--- src/rtl/dmem_arb_pkg.sv ---
// Shared types and port indices for the two-port data-memory arbiter.
package dmem_arb_pkg;

    typedef enum logic [1:0] {
        ARB   = 2'd0,
        LOCK0 = 2'd1,
        LOCK1 = 2'd2
    } arb_state_t;

    localparam int unsigned PORT_CORE = 0;
    localparam int unsigned PORT_LOAD = 1;

endpackage

--- src/rtl/rr_pick2.sv ---
// Two-way round-robin picker: grants the single requester, or on a tie the port that did not go last.
module rr_pick2 (
    input  logic [1:0] req,
    input  logic       last,
    output logic [1:0] pick
);

    always_comb begin
        pick = req;
        if (req == 2'b11) begin
            pick = last ? 2'b01 : 2'b10;
        end
    end

endmodule

--- src/rtl/dmem_arbiter.sv ---
// Round-robin arbiter sharing one single-port data memory between the core and the loader/DMA,
// with bounded locked bursts.
module dmem_arbiter
    import dmem_arb_pkg::*;
#(
    parameter int unsigned AW        = 32,
    parameter int unsigned DW        = 32,
    parameter int unsigned MAX_BURST = 8
) (
    input  logic          clk,
    input  logic          reset,
    input  logic          r0_req,
    input  logic          r0_we,
    input  logic          r0_lock,
    input  logic [AW-1:0] r0_addr,
    input  logic [DW-1:0] r0_wdata,
    output logic          r0_gnt,
    output logic          r0_rvalid,
    output logic [DW-1:0] r0_rdata,
    input  logic          r1_req,
    input  logic          r1_we,
    input  logic          r1_lock,
    input  logic [AW-1:0] r1_addr,
    input  logic [DW-1:0] r1_wdata,
    output logic          r1_gnt,
    output logic          r1_rvalid,
    output logic [DW-1:0] r1_rdata,
    output logic          m_we,
    output logic [AW-1:0] m_addr,
    output logic [DW-1:0] m_wdata,
    input  logic [DW-1:0] m_rdata
);

    localparam int unsigned BW = $clog2(MAX_BURST + 1);
    localparam logic [BW-1:0] BurstMax = BW'(MAX_BURST);

    arb_state_t    state_q, state_d;
    logic          last_q, last_d;
    logic [BW-1:0] burst_cnt_q, burst_cnt_d;
    logic [1:0]    pick;
    logic [1:0]    gnt;
    logic          xfer_lock;
    logic          rd0, rd1;
    logic          r0_rvalid_q, r1_rvalid_q;
    logic [DW-1:0] r0_rdata_q, r1_rdata_q;

    rr_pick2 u_pick (
        .req  ({r1_req, r0_req}),
        .last (last_q),
        .pick (pick)
    );

    always_comb begin
        gnt = 2'b00;
        if (!reset) begin
            unique case (state_q)
                ARB:     gnt = pick;
                LOCK0:   gnt = {1'b0, r0_req};
                LOCK1:   gnt = {r1_req, 1'b0};
                default: gnt = 2'b00;
            endcase
        end
    end

    always_comb begin
        state_d     = state_q;
        last_d      = last_q;
        burst_cnt_d = burst_cnt_q;
        xfer_lock   = gnt[PORT_LOAD] ? r1_lock : r0_lock;
        if (gnt != 2'b00) begin
            last_d = gnt[PORT_LOAD];
            if (state_q == ARB) begin
                // A burst of one is just a plain transfer, so never enter a lock state.
                if (xfer_lock && MAX_BURST > 1) begin
                    state_d     = gnt[PORT_LOAD] ? LOCK1 : LOCK0;
                    burst_cnt_d = BW'(1);
                end
            end else if (!xfer_lock || (burst_cnt_q + 1'b1) == BurstMax) begin
                state_d     = ARB;
                burst_cnt_d = '0;
            end else begin
                burst_cnt_d = burst_cnt_q + 1'b1;
            end
        end
    end

    assign rd0 = gnt[PORT_CORE] & ~r0_we;
    assign rd1 = gnt[PORT_LOAD] & ~r1_we;

    always_ff @(posedge clk or posedge reset) begin
        if (reset) begin
            state_q     <= ARB;
            last_q      <= 1'b1;
            burst_cnt_q <= '0;
            r0_rvalid_q <= 1'b0;
            r1_rvalid_q <= 1'b0;
            r0_rdata_q  <= '0;
            r1_rdata_q  <= '0;
        end else begin
            state_q     <= state_d;
            last_q      <= last_d;
            burst_cnt_q <= burst_cnt_d;
            r0_rvalid_q <= rd0;
            r1_rvalid_q <= rd1;
            if (rd0) r0_rdata_q <= m_rdata;
            if (rd1) r1_rdata_q <= m_rdata;
        end
    end

    assign r0_gnt    = gnt[PORT_CORE];
    assign r1_gnt    = gnt[PORT_LOAD];
    assign r0_rvalid = r0_rvalid_q;
    assign r1_rvalid = r1_rvalid_q;
    assign r0_rdata  = r0_rdata_q;
    assign r1_rdata  = r1_rdata_q;

    assign m_addr  = gnt[PORT_LOAD] ? r1_addr : r0_addr;
    assign m_wdata = gnt[PORT_LOAD] ? r1_wdata : r0_wdata;
    assign m_we    = (gnt[PORT_CORE] & r0_we) | (gnt[PORT_LOAD] & r1_we);

endmodule

--- config.mk ---
export PLATFORM = sky130hd
export DESIGN_NAME = dmem_arbiter
export DESIGN_NICKNAME = d
export VERILOG_FILES = /design/src/rtl/dmem_arb_pkg.sv /design/src/rtl/rr_pick2.sv /design/src/rtl/dmem_arbiter.sv
export SDC_FILE = /design/constraint.sdc
export NUM_CORES = 1
export LEC_CHECK = 0
export CAP_MARGIN = 20
export CORE_MARGIN = 2
export CORE_UTILIZATION = 25
export DETAILED_ROUTE_END_ITERATION = 16
export GPL_TIMING_DRIVEN = 0
export PLACE_DENSITY = 0.72
export SYNTH_ARGS = -nofsm -noshare
export SYNTH_HDL_FRONTEND = slang
export SYNTH_HIERARCHICAL = 1
export SYNTH_SLANG_ARGS = --single-unit
export TNS_END_PERCENT = 1
--- constraint.sdc ---
create_clock -name clk -period 6.2 [get_ports clk]
set_input_delay 0.62 -clock clk [delete_from_list [all_inputs] [get_ports clk]]
set_output_delay 0.62 -clock clk [all_outputs]
set_load 0.05 [all_outputs]
; ---- Word-level counts from Yosys, hierarchy flattened
; Cells that the tools add are included.
[word_totals]
regBits = 73
inputBits = 168
output_inout_bits = 133
elab_cells = 41
[classes]
n_addsub = 1
eq_ne = 5
mux = 14
n_bitwise = 7
n_reduce_logical = 7
[ops]
columns = cell, n
row1 = 32-bit 2-to-1 mux, 2
row2 = 2-bit 2-to-1 mux, 7
row3 = 4-bit 2-to-1 mux, 3
row4 = 2-bit one-hot mux with 3 select lines, 1
row5 = 4-bit by 1-bit adder with 4-bit output (second input constant), 1
row6 = 1-bit bitwise AND, 4
row7 = 2-bit == test (second input constant), 2
row8 = 4-bit == test (second input constant), 1
row9 = 2-bit nonzero test, 2
row10 = 3-bit AND reduction, 1
row11 = 2-bit by 1-bit == test with 1-bit output (second input constant), 1
row12 = 2-bit zero test, 1
row13 = 2-bit != test (second input constant), 1
row14 = 1-bit NOT, 2
row15 = 2-bit AND reduction, 1
row16 = 1-bit zero test, 1
row17 = 1-bit logical OR, 1
row18 = 1-bit 2-to-1 mux, 1
row19 = 1-bit bitwise OR, 1

; ---- Depth between registers and ports, before layout
[depth]
word_depth = 9
mapped_depth = 9
depth_no_buf = 7

; ---- Hierarchy
; The synthesis kept the hierarchy.
[by_module_without_submodules]
columns = mod, n_inst, cells_per_inst, area_each_um2, seq_area_each_um2
row1 = dmem_arbiter, 1, 399, 3687.3, 1828.0
row2 = rr_pick2, 1, 3, 18.8, 0.0

; ---- Worst setup path after synthesis
; Ideal clock, no wire load.
[synth_path]
path_kind = input to output
start = input port r1_req
end = output port m_wdata[22]
arrival_time_ps = 2618
required_ps = 5580
setup_slack_ps = 2962
cell_stages = 8
n_path_buf = 2
cell_sequence = a21boi_0 -> mux2i_1 -> or2_2 -> clkbuf_1 -> clkinv_1 -> clkbuf_1 -> nand2_1 -> nand2_1
[synth_via]
elab_chain_len = 5
[synth_rtl]
columns = element, line
row1 = from (decl), dmem_arbiter.sv:20  ; input logic r1_req,
row2 = 2-bit == test, rr_pick2.sv:10  ; if (req == 2'b11) begin
row3 = 2-bit 2-to-1 mux, rr_pick2.sv:10
row4 = 2-bit one-hot mux with 3 select lines (*), dmem_arbiter.sv:56  ; unique case (state_q)
row5 = 2-bit 2-to-1 mux (*), dmem_arbiter.sv:55  ; if (!reset) begin
row6 = net r1_gnt, dmem_arbiter.sv:25  ; output logic r1_gnt,
row7 = 32-bit 2-to-1 mux (*), dmem_arbiter.sv:118  ; assign m_wdata = gnt[PORT_LOAD] ? r1_wdata : r0_wdata;
row8 = to (decl), dmem_arbiter.sv:30  ; output logic [DW-1:0] m_wdata,
; The timed path passes the listed nets; every way through them passes the cells marked *.

; ---- Worst setup path after layout
[layout_path]
start = input port r0_req
end = output port m_wdata[22]
[layout_via]
elab_chain_len = 5
[layout_rtl]
columns = element, line
row1 = from (decl), dmem_arbiter.sv:12  ; input logic r0_req,
row2 = 2-bit == test, rr_pick2.sv:10
row3 = 2-bit 2-to-1 mux, rr_pick2.sv:10
row4 = net pick[1], dmem_arbiter.sv:40  ; logic [1:0] pick;
row5 = 2-bit one-hot mux with 3 select lines, dmem_arbiter.sv:56
row6 = 2-bit 2-to-1 mux, dmem_arbiter.sv:55
row7 = 32-bit 2-to-1 mux, dmem_arbiter.sv:118
; The timed path passes the listed nets, and every way through them passes these cells.

==> flow_metrics.py <==
metrics = {
    "status": {
        "status": "finished clean",
    },
    "global_routing": {
        "grt_antenna_before_repair": 0,
        "grt_overflow_total": 0,
        "grt_pass1_wl_mm": 20.60,
        "grt_pass1_vias": 3862,
        "grt_max_degree": 67,
        "grt_use_total_pct": 16.24,
    },
    "clock_tree": {
        "clk-insertion-delay-late_ns": 0.32,
        "cts_made_buffers": 9,
        "cts_root_buf": "clkbuf_16",
        "htree_levels": 3,
        "hold_buffers": 0,
        "cts_tree": "built",
        "path_clk_slew_ns": 0.06,
        "clock_path_buffers": 2,
        "ctsResizeCount": 0,
        "clock-sinks": 73,
        "cts_setup_buffers": 0,
    },
    "synth": {
        "ys_seq_area_share_pct": 49.32,
        "synth_fp_nets": 572,
        "synth.top_cell.area_share_pct": 48.62,
        "ys_types": 36,
        "syn_area_um2": 3706,
        "synth_seq_cells": 73,
        "avgSynthCellArea_um2": 9.219,
        "synth_warnings": 6,
        "synth_top_area_cell": "dfrtp_1",
        "synthCells": 402,
        "ys_top_cells_by_area": "dfrtp_1 49%, nand2_1 20%, mux2_2 19%",
    },
    "pwr": {
        "ir_worst_vdd_v": 0.0002035,
        "p_leak_nw": 3.185,
        "power_density_nw_per_um2": 507.6,
        "power.total_mw": 3.688,
    },
    "layout": {
        "multi_input_area_um2": 1755,
        "regArea_um2": 1828,
        "drive_above_1_share_pct": 13.21,
        "final_area_um2": 7266,
        "antenna_cells": 0,
        "nFillCells": 1364,
        "area_growth_pct": 96.05,
        "nets": 884,
    },
    "drt": {
        "vias_per_cell": 4.266,
        "ant_nets": 0,
        "postRouteWirelength_mm": 13.34,
        "route.vias.total": 3852,
        "drt_iter0_markers": 170,
        "drc": 0,
        "drt-wirelength-per-cell_um": 14.78,
        "dr.pass1.iters": 5,
    },
    "setup_path": {
        "critPathKind": "in -> out",
        "cp.required_ns": 5.58,
        "crit_path_end_kind": "primary output",
        "cp-start-kind": "input pin",
        "critical_path.max_fanout": 10,
        "cp.arrival_ns": 3.90,
    },
    "floorplan": {
        "die-height_um": 125.8,
        "core_region_area_um2": 14530,
        "die_area_um2": 15810,
        "fp-row-count": 44,
        "start_util_pct": 25.50,
        "die_w_um": 125.8,
        "io_pins": 301,
    },
    "sta": {
        "clock_skew_ns": 0.004967,
        "max_freq_mhz": 221.3,
        "drv_slew": 0,
        "setup-violations-final": 0,
        "slew_headroom_pct": 59.67,
        "setup_tns_ns": 0,
        "rsz0062_at_grt": "no",
        "hold_viol": 0,
        "setup_ws_ns": 1.682,
        "min_period_ns": 4.518,
        "worst_pin_slew_ns": 0.6050,
        "fin_crit_sh_pct": 72.88,
    },
    "place": {
        "port_buffers": 300,
        "dpl_cell_area_um2": 6969,
        "pre_cts_ws_ns": 1.617,
        "place_congestion": 0.7946,
        "dpl.hpwl_mm": 10.73,
    },
    "job": {
        "cap_violations": 0,
    },
    "hold_path": {
        "hold_class": "reg -> reg",
    },
}
-- cell usage after synthesis --
| master | count |
|---|---|
| nor2_1 | 3 |
| ha_1 | 2 |
| a21oi_1 | 3 |
| nand2_1 | 197 |
| clkinv_1 | 1 |
| and2_1 | 2 |
| o32ai_1 | 1 |
| a32oi_1 | 1 |
| or3b_1 | 1 |
| a21boi_0 | 1 |
| and4b_1 | 1 |
| o21a_1 | 1 |
| buf_2 | 5 |
| o31ai_2 | 1 |
| dfstp_2 | 1 |
| or2_1 | 1 |
| or3_1 | 1 |
| o221ai_1 | 1 |
| a221o_1 | 1 |
| nor3b_1 | 1 |
| nor2_4 | 1 |
| mux2i_1 | 2 |
| dfrtp_1 | 72 |
| a22o_1 | 1 |
| o21ai_0 | 3 |
| clkbuf_1 | 14 |
| a21boi_1 | 1 |
| o211ai_1 | 1 |
| inv_1 | 5 |
| o2bb2ai_1 | 1 |
| nor2_2 | 1 |
| or2_2 | 2 |
| mux2_2 | 64 |
| a31oi_1 | 4 |
| buf_4 | 3 |
| and3_1 | 1 |
-- critical path, cell delays in order --
cell	delay, ns
clkdlybuf4s50_1	0.49
a21boi_0	0.14
mux2i_1	0.19
or2_2	0.13
clkbuf_1	0.28
clkbuf_1	0.52
clkbuf_1	0.46
nand2_1	0.10
nand2_1	0.09
clkdlybuf4s50_1	0.86
-- metal layers --
layer | part of all wire [%] | GRT usage [%] | wire length (µm) | up-vias
met5 | 0 | 0 | 0 | -
met2 | 50 | 28.14 | 6725 | 136
met4 | 1.4 | 4.331 | 190 | 0
li1 | - | - | - | 1934
met1 | 43 | 20.51 | 5687 | 1769
met3 | 5.5 | 3.611 | 740 | 13
-- report_power, final --
| group | internal, mW | switching (mW) |
|---|---|---|
| combinational | 0.847 | 1.49 |
| sequential | 0.711 | 0.124 |
| clock | 0.313 | 0.201 |
-- worst paths after layout --
kind | slack [ns] | to | from | cells past startpoint
setup / recovery | 1.68 | m_wdata[22] | r0_req | 10
hold / removal | 0.47 | last_q$_DFFE_PP1P_ | last_q$_DFFE_PP1P_ | 2
setup reg to reg | 3.75 | last_q$_DFFE_PP1P_ | last_q$_DFFE_PP1P_ | 7
hold reg to reg | 0.47 | last_q$_DFFE_PP1P_ | last_q$_DFFE_PP1P_ | 2
max in group asynchronous | 5.03 | last_q$_DFFE_PP1P_ | reset | 3
min in group asynchronous | 0.62 | r0_rdata[15]$_DFFE_PP0P_ | reset | 2
-- stage by stage --
stage / std cells / util [%] / hold WS [ns]
3_3_place_gp: 886 / 47.74 / 0.4628
5_1_grt: 903 / 49.99 / 0.4887
2_1_floorplan: 402 / - / 0.4445
4_1_cts: 903 / 49.99 / 0.4796
3_5_place_dp: 887 / 47.95 / 0.4705
6_report: 903 / 49.99 / 0.4748
-- cell families (layout without fill, tap and decap cells) --
kind of cell             count (synthesis)  after routing  synth area share (%)
AND/OR/NAND/NOR                        212            212                 22.62
flip-flops                              73             73                 49.32
multiplexers                            66             66                 19.99
buffers and inverters                   28            345                 3.308
AO/OA/AOI/OAI                           21             21                 4.085
adder cells (fa/ha/maj)                  2              2                0.6751
-- area by class of cell --
class / instances / area share, %
flip-flops and latches: 73 / 25.16
inverters: 6 / 0.3444
plain buffers: 22 / 1.378
repair buffers: 301 / 41.71
clock buffers: 10 / 3.151
clock inverters: 6 / 0.9299
well taps: 184 / 3.169
multi-input cells: 301 / 24.16
-- flip-flops by register name, summed over array words and instances, names as in the netlist --
register	cells
r0_rdata	32
r1_rvalid	1
r0_rvalid	1
burst_cnt_q	4
last_q	1
r1_rdata	32
state_q	2
-- cell usage in the layout, fill, tap and decap left out, types with 2 or more instances in the layout --
cell type and n:
ha_1 2, clkbuf_16 9, or2_2 2, nor2_1 3, clkbuf_1 15, and2_1 2, o21ai_0 3, nand2_1 197
clkinvlp_4 2, inv_1 4, a31oi_1 4, clkdlybuf4s50_1 300, a21oi_1 3, buf_2 5, buf_4 3, mux2_2 64
dfrtp_1 72, mux2i_1 2
Power figures use the tool's default switching activity.
